### src/rtl/dac_stream_pkg.sv
// Shared types and constants for the DAC sample streamer: playback state
// encoding and the midscale (zero-signal) code for a given sample width.
package dac_stream_pkg;

  typedef enum logic [1:0] {
    IDLE  = 2'd0,
    PRIME = 2'd1,
    RUN   = 2'd2
  } state_e;

  function automatic logic [31:0] midscale(input int unsigned width);
    return 32'd1 << (width - 32'd1);
  endfunction

endpackage

### src/rtl/dac_sample_fifo.sv
// Synchronous sample FIFO, depth 2**AW, with occupancy, full and empty flags.
// Overflowing pushes and underflowing pops are ignored.
module dac_sample_fifo #(
  parameter int DW = 10,
  parameter int AW = 4
) (
  input  logic          clk_i,
  input  logic          rst_i,
  input  logic          push_i,
  input  logic [DW-1:0] wdata_i,
  input  logic          pop_i,
  output logic [DW-1:0] rdata_o,
  output logic [AW:0]   level_o,
  output logic          full_o,
  output logic          empty_o
);

  localparam logic [AW:0] DEPTH = {1'b1, {AW{1'b0}}};

  logic [DW-1:0] mem_q [0:(1<<AW)-1];
  logic [AW-1:0] wr_ptr_q, wr_ptr_d;
  logic [AW-1:0] rd_ptr_q, rd_ptr_d;
  logic [AW:0]   count_q, count_d;
  logic          push_ok_s, pop_ok_s;

  assign full_o    = (count_q == DEPTH);
  assign empty_o   = (count_q == {(AW+1){1'b0}});
  assign level_o   = count_q;
  assign rdata_o   = mem_q[rd_ptr_q];
  assign push_ok_s = push_i & ~full_o;
  assign pop_ok_s  = pop_i & ~empty_o;

  // Pointer and occupancy next-state
  always_comb begin
    wr_ptr_d = wr_ptr_q;
    rd_ptr_d = rd_ptr_q;
    count_d  = count_q;
    if (push_ok_s) begin
      wr_ptr_d = wr_ptr_q + {{(AW-1){1'b0}}, 1'b1};
    end else begin
      wr_ptr_d = wr_ptr_q;
    end
    if (pop_ok_s) begin
      rd_ptr_d = rd_ptr_q + {{(AW-1){1'b0}}, 1'b1};
    end else begin
      rd_ptr_d = rd_ptr_q;
    end
    case ({push_ok_s, pop_ok_s})
      2'b10:   count_d = count_q + {{AW{1'b0}}, 1'b1};
      2'b01:   count_d = count_q - {{AW{1'b0}}, 1'b1};
      default: count_d = count_q;
    endcase
  end

  // Pointer and occupancy registers
  always_ff @(posedge clk_i) begin
    if (rst_i) begin
      wr_ptr_q <= {AW{1'b0}};
      rd_ptr_q <= {AW{1'b0}};
      count_q  <= {(AW+1){1'b0}};
    end else begin
      wr_ptr_q <= wr_ptr_d;
      rd_ptr_q <= rd_ptr_d;
      count_q  <= count_d;
    end
  end

  // Sample storage; contents need no reset
  always_ff @(posedge clk_i) begin
    if (push_ok_s) begin
      mem_q[wr_ptr_q] <= wdata_i;
    end
  end

endmodule

### src/rtl/dac_sample_streamer.sv
// Paces FIFO'd DAC samples onto S_Data/S_DCLKIO at one sample per Rate_Div+1 clocks.
// Optional build macro DAC_STREAMER_TWOS_COMP_EN: convert two's complement input to offset binary.
module dac_sample_streamer
  import dac_stream_pkg::*;
#(
  parameter int DAC_WIDTH   = 10,
  parameter int FIFO_AWIDTH = 4,
  parameter int DIV_WIDTH   = 16,
  parameter int PRIME_LEVEL = 4
) (
  input  logic                   SPLB_Clk,
  input  logic                   SPLB_Rst,
  input  logic                   Wr_Req,
  input  logic [0:31]            Wr_Data,
  output logic                   Wr_Ack,
  input  logic                   Enable,
  input  logic [DIV_WIDTH-1:0]   Rate_Div,
  input  logic                   Clr_Underrun,
  output logic                   Full,
  output logic                   Empty,
  output logic [FIFO_AWIDTH:0]   Level,
  output logic                   Underrun,
  output logic [0:DAC_WIDTH-1]   S_Data,
  output logic                   S_DCLKIO
);

  localparam logic [DAC_WIDTH-1:0]  MIDSCALE  = DAC_WIDTH'(midscale(DAC_WIDTH));
  localparam logic [FIFO_AWIDTH:0]  PRIME_LVL = (FIFO_AWIDTH+1)'(PRIME_LEVEL);

  state_e                 state_q;
  logic [DIV_WIDTH-1:0]   cnt_q;
  logic [DIV_WIDTH-1:0]   pm1_q;
  logic [DAC_WIDTH-1:0]   s_data_q;
  logic                   dclk_q;
  logic                   underrun_q, underrun_d;

  logic [DAC_WIDTH-1:0]   wr_sample_s, rd_sample_s, load_sample_s;
  logic [FIFO_AWIDTH:0]   fifo_level_s;
  logic                   fifo_full_s, fifo_empty_s;
  logic [DIV_WIDTH-1:0]   rate_sel_s;
  logic [DIV_WIDTH:0]     half_s, cnt_inc_s;
  logic                   tick_s, pop_s;

  assign wr_sample_s = Wr_Data[32-DAC_WIDTH:31];
  assign Wr_Ack      = Wr_Req & ~fifo_full_s;

  dac_sample_fifo #(
    .DW (DAC_WIDTH),
    .AW (FIFO_AWIDTH)
  ) u_fifo (
    .clk_i   (SPLB_Clk),
    .rst_i   (SPLB_Rst),
    .push_i  (Wr_Req),
    .wdata_i (wr_sample_s),
    .pop_i   (pop_s),
    .rdata_o (rd_sample_s),
    .level_o (fifo_level_s),
    .full_o  (fifo_full_s),
    .empty_o (fifo_empty_s)
  );

`ifdef DAC_STREAMER_TWOS_COMP_EN
  assign load_sample_s = {~rd_sample_s[DAC_WIDTH-1], rd_sample_s[DAC_WIDTH-2:0]};
`else
  assign load_sample_s = rd_sample_s;
`endif

  // pm1 is the period minus one; a divider of 0 is promoted to 1 (minimum period 2)
  assign rate_sel_s = (Rate_Div == {DIV_WIDTH{1'b0}}) ? {{(DIV_WIDTH-1){1'b0}}, 1'b1} : Rate_Div;
  assign half_s     = ({1'b0, pm1_q} + {{(DIV_WIDTH-1){1'b0}}, 2'b10}) >> 1;
  assign cnt_inc_s  = {1'b0, cnt_q} + {{DIV_WIDTH{1'b0}}, 1'b1};
  assign tick_s     = (state_q == RUN) && Enable && (cnt_q == pm1_q);
  assign pop_s      = tick_s & ~fifo_empty_s;

  // Sticky underrun: a set on the same cycle as a clear wins
  always_comb begin
    underrun_d = underrun_q;
    if (tick_s && fifo_empty_s) begin
      underrun_d = 1'b1;
    end else if (Clr_Underrun) begin
      underrun_d = 1'b0;
    end else begin
      underrun_d = underrun_q;
    end
  end

  // Playback state machine, period counter and output registers
  always_ff @(posedge SPLB_Clk) begin
    if (SPLB_Rst) begin
      state_q    <= IDLE;
      cnt_q      <= {DIV_WIDTH{1'b0}};
      pm1_q      <= {{(DIV_WIDTH-1){1'b0}}, 1'b1};
      s_data_q   <= MIDSCALE;
      dclk_q     <= 1'b0;
      underrun_q <= 1'b0;
    end else begin
      underrun_q <= underrun_d;
      case (state_q)
        IDLE: begin
          cnt_q    <= {DIV_WIDTH{1'b0}};
          s_data_q <= MIDSCALE;
          dclk_q   <= 1'b0;
          if (Enable) begin
            state_q <= PRIME;
          end
        end
        PRIME: begin
          cnt_q    <= {DIV_WIDTH{1'b0}};
          s_data_q <= MIDSCALE;
          dclk_q   <= 1'b0;
          if (!Enable) begin
            state_q <= IDLE;
          end else if ((fifo_level_s >= PRIME_LVL) || fifo_full_s) begin
            state_q <= RUN;
            pm1_q   <= rate_sel_s;
          end
        end
        RUN: begin
          if (!Enable) begin
            state_q  <= IDLE;
            cnt_q    <= {DIV_WIDTH{1'b0}};
            s_data_q <= MIDSCALE;
            dclk_q   <= 1'b0;
          end else if (tick_s) begin
            // Wrap: new divider takes effect only for the period now starting
            cnt_q  <= {DIV_WIDTH{1'b0}};
            pm1_q  <= rate_sel_s;
            dclk_q <= 1'b0;
            if (!fifo_empty_s) begin
              s_data_q <= load_sample_s;
            end
          end else begin
            cnt_q  <= cnt_inc_s[DIV_WIDTH-1:0];
            dclk_q <= (cnt_inc_s >= half_s);
          end
        end
        default: begin
          state_q  <= IDLE;
          cnt_q    <= {DIV_WIDTH{1'b0}};
          s_data_q <= MIDSCALE;
          dclk_q   <= 1'b0;
        end
      endcase
    end
  end

  assign Full     = fifo_full_s;
  assign Empty    = fifo_empty_s;
  assign Level    = fifo_level_s;
  assign Underrun = underrun_q;
  assign S_Data   = s_data_q;
  assign S_DCLKIO = dclk_q;

endmodule

### config.mk
export PLATFORM = sky130hd
export DESIGN_NAME = dac_sample_streamer
export DESIGN_NICKNAME = d
export VERILOG_FILES = /design/src/rtl/dac_stream_pkg.sv /design/src/rtl/dac_sample_fifo.sv /design/src/rtl/dac_sample_streamer.sv
export SDC_FILE = /design/constraint.sdc
export NUM_CORES = 1
export LEC_CHECK = 0
export CAP_MARGIN = 40
export CORE_ASPECT_RATIO = 1.75
export CORE_MARGIN = 2
export CORE_UTILIZATION = 44
export DETAILED_ROUTE_END_ITERATION = 8
export REMOVE_ABC_BUFFERS = 1
export SKIP_LAST_GASP = 1
export SYNTH_ARGS = -nofsm -noshare
export SYNTH_HDL_FRONTEND = slang
export SYNTH_SLANG_ARGS = --single-unit
### constraint.sdc
create_clock -name SPLB_Clk -period 4.26 [get_ports SPLB_Clk]
set_input_delay 0.426 -clock SPLB_Clk [delete_from_list [all_inputs] [get_ports SPLB_Clk]]
set_output_delay 0.426 -clock SPLB_Clk [all_outputs]
set_load 0.01 [all_outputs]
Word-level counts from Yosys, hierarchy flattened
Memories as Yosys holds them, arrays and structs flattened. A register that Yosys moved wholly into a read port is not among the register bits. Cells that the tools add are included.

Word-level logic and storage cells: 68. Output and inout port bits: 20. Memory bits (read-only): 0. Register bits after elaboration: 49. Bits in latches: 0. Memories kept: 1. RAM bits: 160.

$mul: 0. Bitwise logic cells: 7. Div/mod/pow operators: 0. Order comparisons: 2. $add $sub $neg: 6. Multiplexer cells: 16. Reduce and logical (&&, ||, !) cells: 15. Equal/unequal tests: 13. Shift operators: 0.

Memories: u_fifo.mem_q (depth 16, bits a word 10, read ports 1, clocked after memory_dff 1, write ports 1, line dac_sample_fifo.sv:20) `logic [DW-1:0] mem_q [0:(1<<AW)-1];`.

Operator list (count): 16-bit 2-to-1 mux (5); 16-bit one-hot mux with 2 select lines (1); 16-bit by 1-bit adder with 17-bit output, second input constant (1); 16-bit by 2-bit adder with 17-bit output, second input constant (1); 17-bit by 16-bit >= comparator with 1-bit output (1); 16-bit == test (1); 16-bit logical NOT (1); 2-bit inequality test, second input constant (6); 5-bit one-hot mux with 2 select lines (1); 4-bit by 1-bit adder with 4-bit output, second input constant (2); 2-bit 2-to-1 mux (4); 2-bit one-hot mux with 3 select lines (1); 2-bit nonzero test (3); 5-bit by 1-bit adder with 5-bit output, second input constant (1); 5-bit == test, second input constant (1); 5-bit by 3-bit >= comparator with 1-bit output, second input constant (1); 5-bit logical NOT (1); 5-bit AND reduction (1); 5-bit by 1-bit subtractor with 5-bit output, second input constant (1); 2-bit by 1-bit == test with 1-bit output, second input constant (2); 2-bit == test, second input constant (2); 1-bit 2-to-1 mux (4); 1-bit NOT (4); 4-bit OR reduction (1); 8 further kinds (12).

Logic depth before layout (Yosys ltp)
Depth after elaboration: 7. Gate-level depth with buffers: 14. Gate-level depth less buffers: 12.

Cells and area by module
Synthesis repeated with hierarchy kept, for this count alone.

Cell total of the unflattened synthesis: 688. Area total of the unflattened synthesis: 9885.7 um^2.

Modules (own cells, without submodules): dac_sample_fifo (area an instance 7076.8 um^2, seq. area each 5144.9 um^2, cells each 378, times used 1); dac_sample_streamer (area an instance 2808.9 um^2, seq. area each 920.9 um^2, cells each 310, times used 1).

Worst setup path after synthesis
No wires, ideal clock.

Path type: register to register. Start: reg pm1_q[9]. End: reg u_fifo.count_q[4] (netlist: u_fifo.level_o[4]). Path slack: 1.163 ns. Required time: 4.190 ns. Buffers on the path: 1. Stages on the path, launching flop included: 14. Arrival time: 3.027 ns. Path through: dfxtp_1 xor2_1 nor4_4 nand4_4 nor3_2 buf_2 ha_1 inv_1 fa_1 nor2b_1 o21ai_0 and3_1 or4_1 a21oi_1.

Longest elaborated chain between the ends: 6. Elaborated cells between the ends (all ways): 8. Classes of those cells: 3 x eq/ne; 1 x mux; 2 x bitwise; 2 x reduce/logical.

Ends and longest elaborated chain: from (decl) (line dac_sample_streamer.sv:32) `logic [DIV_WIDTH-1:0] pm1_q;`; from (signal assigned) (line dac_sample_streamer.sv:92) `pm1_q <= {{(DIV_WIDTH-1){1'b0}}, 1'b1};`; from (signal assigned) (line dac_sample_streamer.sv:115) `pm1_q <= rate_sel_s;`; from (signal assigned) (line dac_sample_streamer.sv:127) `pm1_q <= rate_sel_s;`; 16-bit == test (*) (line dac_sample_streamer.sv:72) `assign tick_s = (state_q == RUN) && Enable && (cnt_q == pm1_q);`; 1-bit logical AND (*) (line dac_sample_streamer.sv:72); 1-bit bitwise AND (*) (line dac_sample_streamer.sv:73) `assign pop_s = tick_s & ~fifo_empty_s;`; via pop_s (line dac_sample_streamer.sv:42) `logic tick_s, pop_s;`; 1-bit bitwise AND (*) (line dac_sample_fifo.sv:31) `assign pop_ok_s = pop_i & ~empty_o;`; 2-bit by 1-bit == test with 1-bit output or 2-bit == test (tied branches) (line dac_sample_fifo.sv:48) `case ({push_ok_s, pop_ok_s})`; 5-bit one-hot mux with 2 select lines or 2-bit nonzero test (tied branches); to (signal assigned) (line dac_sample_fifo.sv:60) `count_q <= {(AW+1){1'b0}};`; to (signal assigned) (line dac_sample_fifo.sv:64) `count_q <= count_d;`; to (decl) (line dac_sample_fifo.sv:23) `logic [AW:0] count_q, count_d;`.

Mark *: on every way through the listed nets, which the timed path passes. The rest lies on a longest branch. A chain may end at the register's enable or synchronous reset.

Worst setup path in the final report
Start: reg pm1_q[7]. End: reg u_fifo.count_q[4] (netlist: u_fifo.level_o[4]).

Longest elaborated chain between the ends: 6. Elaborated cells between the ends (all ways): 8. Classes of those cells: 3 x eq/ne; 1 x mux; 2 x bitwise; 2 x reduce/logical.

Ends and longest elaborated chain (line): 16-bit == test (*) (dac_sample_streamer.sv:72); 1-bit logical AND (*) (dac_sample_streamer.sv:72); 1-bit bitwise AND (*) (dac_sample_streamer.sv:73); 1-bit bitwise AND (*) (dac_sample_fifo.sv:31); 2-bit by 1-bit == test with 1-bit output or 2-bit == test (tied branches) (dac_sample_fifo.sv:48); 5-bit one-hot mux with 2 select lines or 2-bit nonzero test (tied branches).

Mark *: on every way between the ends. The rest lies on a longest branch, timed or not.

==> results.json <==
{
  "rsz0062_at_grt": "false",
  "grt_pass1_vias": 6119,
  "drive_gt1_share_pct": 11.40,
  "p_switching_mw": 0.8938,
  "cts_resized": 0,
  "yosysMostFrequentCell": "edfxtp_1",
  "arrival_ps": 3950,
  "placed_cell_area_mm2": 0.01063,
  "regToRegStartpoint": "pm1_q[7]$_SDFFE_PP0P_",
  "grt_use_total_pct": 18.72,
  "slew_headroom_pct": 40.99,
  "die-width_um": 116.5,
  "p_leak_nw": 3.919,
  "crit_slowest_cell": "dfxtp_1",
  "synth_edf_count": 160,
  "design.portCount": 73,
  "finalSetupTns_ps": 0,
  "clock_skew_ps": 8.443,
  "netlist_instances": 691,
  "avgSynthCellArea_um2": 14.11,
  "fin_nets": 839,
  "post-route-period-util_pct": 82.83,
  "die_h_um": 200.9,
  "synth_top_area_cell": "edfxtp_1",
  "synth_cell_types": 51,
  "diodes": 0,
  "ys_warn_count": 0,
  "antenna_left": 0,
  "synth_area_mm2": 0.009749,
  "end_kind": "flip-flop",
  "initial_utilization_pct": 44.54,
  "firstDrtPassIters": 4,
  "cts-buffers-inserted": 22,
  "initialDrtViolationCount": 323,
  "swShare_pct": 20.13,
  "fp-row-count": 72,
  "slew_violations": 0,
  "vdd_drop_max_uv": 351.5,
  "cts_max_level": 1,
  "cts_setup_buffers": 0,
  "synthToLayoutAreaGrowth_pct": 16.59,
  "cts_sinks": 219,
  "async_flop_share_pct": 0,
  "vias": 5775,
  "dieArea_mm2": 0.02341,
  "cts_tree": "built",
  "setup_violations": 0,
  "root_buffer": "clkbuf_16",
  "fmax_ghz": 0.2834,
  "antenna_found_initial": 0,
  "ys_ff_latch": 219,
  "synthFlopType": "edfxtp_1",
  "hold_buffers": 0,
  "maxCapViolCount": 0,
  "criticalPathCategory": "flip-flop to flip-flop",
  "hold_viol_final": 0,
  "place_inst": 1030,
  "synth_common_cells": "edfxtp_1, dfxtp_1, mux2i_1, nor2_1, xor2_1",
  "critical_path.max_stage_delay_ps": 470,
  "clkTransAtPathRegs_ps": 60,
  "seq_power_share_pct": 52.2,
  "instances_no_fill": 1068,
  "hp-start": "state_q[1]$_SDFFE_PP0P_",
  "post-route-util_pct": 51.93,
  "routed_wl_mm": 21.79,
  "gr-total-overflow": 0,
  "wire_per_inst_um": 20.40,
  "drc_errors": 0,
  "synthTopCellsByArea": "edfxtp_1, dfxtp_1, mux2i_1",
  "synth_top_area_share_pct": 49.28,
  "yosysSeqAreaShare_pct": 61.40,
  "worstMarginPinSlew_ps": 885.1,
  "clkPwrFrac_pct": 44.6,
  "place_hpwl_mm": 15.45,
  "grt_pass1_wl_mm": 33.24,
  "clockBufferDepth": 3,
  "cp_max_fo": 16,
  "outcome": "completed",
  "worstPathCellList": "xor2_1 -> nor4_4 -> nand4_4 -> nor3_2 -> ha_1 -> inv_1 -> fa_1 -> nor2b_1 -> o21ai_0 -> and3_1 -> or4_1 -> a21oi_1",
  "cellPowerDensity_mw_per_mm2": 390.6,
  "worstPathRequired_ps": 4680,
  "grt_max_degree": 51,
  "worst_setup_path_start_kind": "flip-flop",
  "p_int_mw": 3.546,
  "min_period_ps": 3529,
  "io_buffer_count": 50,
  "clk-insertion-delay-late_ps": 500,
  "whs_ps": 462.9,
  "fin_area_mm2": 0.01137,
  "avgViaCountPerCell": 5.407,
  "core-area_mm2": 0.02189,
  "gp_congestion": 0.8544,
  "comb_power_share_pct": 3.2,
  "hp-class": "flip-flop to flip-flop",
  "critPathLaunch": "pm1_q[7]$_SDFFE_PP0P_"
}
-- state kept, by name (all words and copies together), names as in the netlist --
name	flops
Underrun	1
S_DCLKIO	1
u_fifo.wr_ptr_q	4
cnt_q	16
u_fifo.level_o	5
u_fifo.mem_q	160
pm1_q	16
S_Data	10
u_fifo.rd_ptr_q	4
state_q	2
-- routing by layer --
metal | GRT usage (%) | wire length [µm]
met1 | 19.65 | 7813
met2 | 36.79 | 12490
met3 | 2.204 | 714
met4 | 6.590 | 777
met5 | 0 | 0
-- power by group through the flow --
stage / clock [mW] / sequential [mW] / combinational, mW
6_report: 1.98 / 2.32 / 0.141
5_1_grt: 2.12 / 2.32 / 0.155
4_1_cts: 2.03 / 2.32 / 0.143
3_5_place_dp: 0 / 2.36 / 0.142
3_3_place_gp: 0 / 2.36 / 0.136
2_1_floorplan: 0 / 2.36 / 0.0562
-- worst max-delay path, delay by kind of cell, from the launching register on --
family,cells,cell delay (ps)
compound gates,2,270
xor+xnor,1,150
fa+ha+maj,2,680
buf+inv,1,100
flops,1,470
simple gates,6,1760
-- cell type report --
| class | instances | area [µm²] |
|---|---|---|
| Sequential cell | 219 | 5989 |
| Clock inverter | 11 | 142.6 |
| Tap cell | 296 | 370.4 |
| Clock buffer | 27 | 590.6 |
| Fill cell | 1850 | 10520 |
| Inverter | 12 | 45.04 |
| Timing Repair Buffer | 74 | 680.7 |
| Multi-Input combinational cell | 429 | 3548 |
-- cell families (layout without fill, tap and decap cells) --
kind of cell,after synthesis,after routing,synth area share [%]
DFF,219,219,61.40
and+or+nand+nor,192,192,11.41
AOI/OAI and AO/OA,81,81,6.070
muxes,80,80,10.93
xor gates and xnor gates,48,48,4.312
buffers and inverters,43,124,2.207
adders and majority gates,28,28,3.670
-- stage by stage --
stage                     power, mW  setup WS, ps
final                         4.440         731.5
after global placement        2.498         882.2
after floorplan               2.419         748.9
after CTS                     4.493         744.3
after detailed placement      2.506         749.2
after global routing          4.593         515.0
-- path summary, 6_finish.rpt --
| check | cells past startpoint | slack, ps | to |
|---|---|---|---|
| max | 12 | 730 | u_fifo.level_o[4]$_SDFFE_PP0P_ |
| min reg2reg | 1 | 460 | state_q[0]$_SDFFE_PP0P_ |
| max reg2reg | 12 | 730 | u_fifo.level_o[4]$_SDFFE_PP0P_ |
| min | 1 | 460 | state_q[0]$_SDFFE_PP0P_ |
-- cells in the final DEF, fill, tap and decap left out, drive strengths merged, types with 15 or more instances in the layout --
| cell type | Yosys | layout |
|---|---|---|
| dfxtp | 59 | 59 |
| edfxtp | 160 | 160 |
| inv | 12 | 15 |
| a21oi | 17 | 17 |
| nand3 | 16 | 16 |
| clkbuf | 19 | 27 |
| ha | 27 | 27 |
| and3 | 17 | 17 |
| buf | 12 | 24 |
| a221oi | 19 | 19 |
| mux2i | 57 | 57 |
| nand2 | 23 | 23 |
| xor2 | 34 | 34 |
| clkdlybuf4s50 | 0 | 50 |
| mux4 | 21 | 21 |
| nor2 | 40 | 40 |
| nand2b | 32 | 32 |
Power figures use the tool's default switching activity.
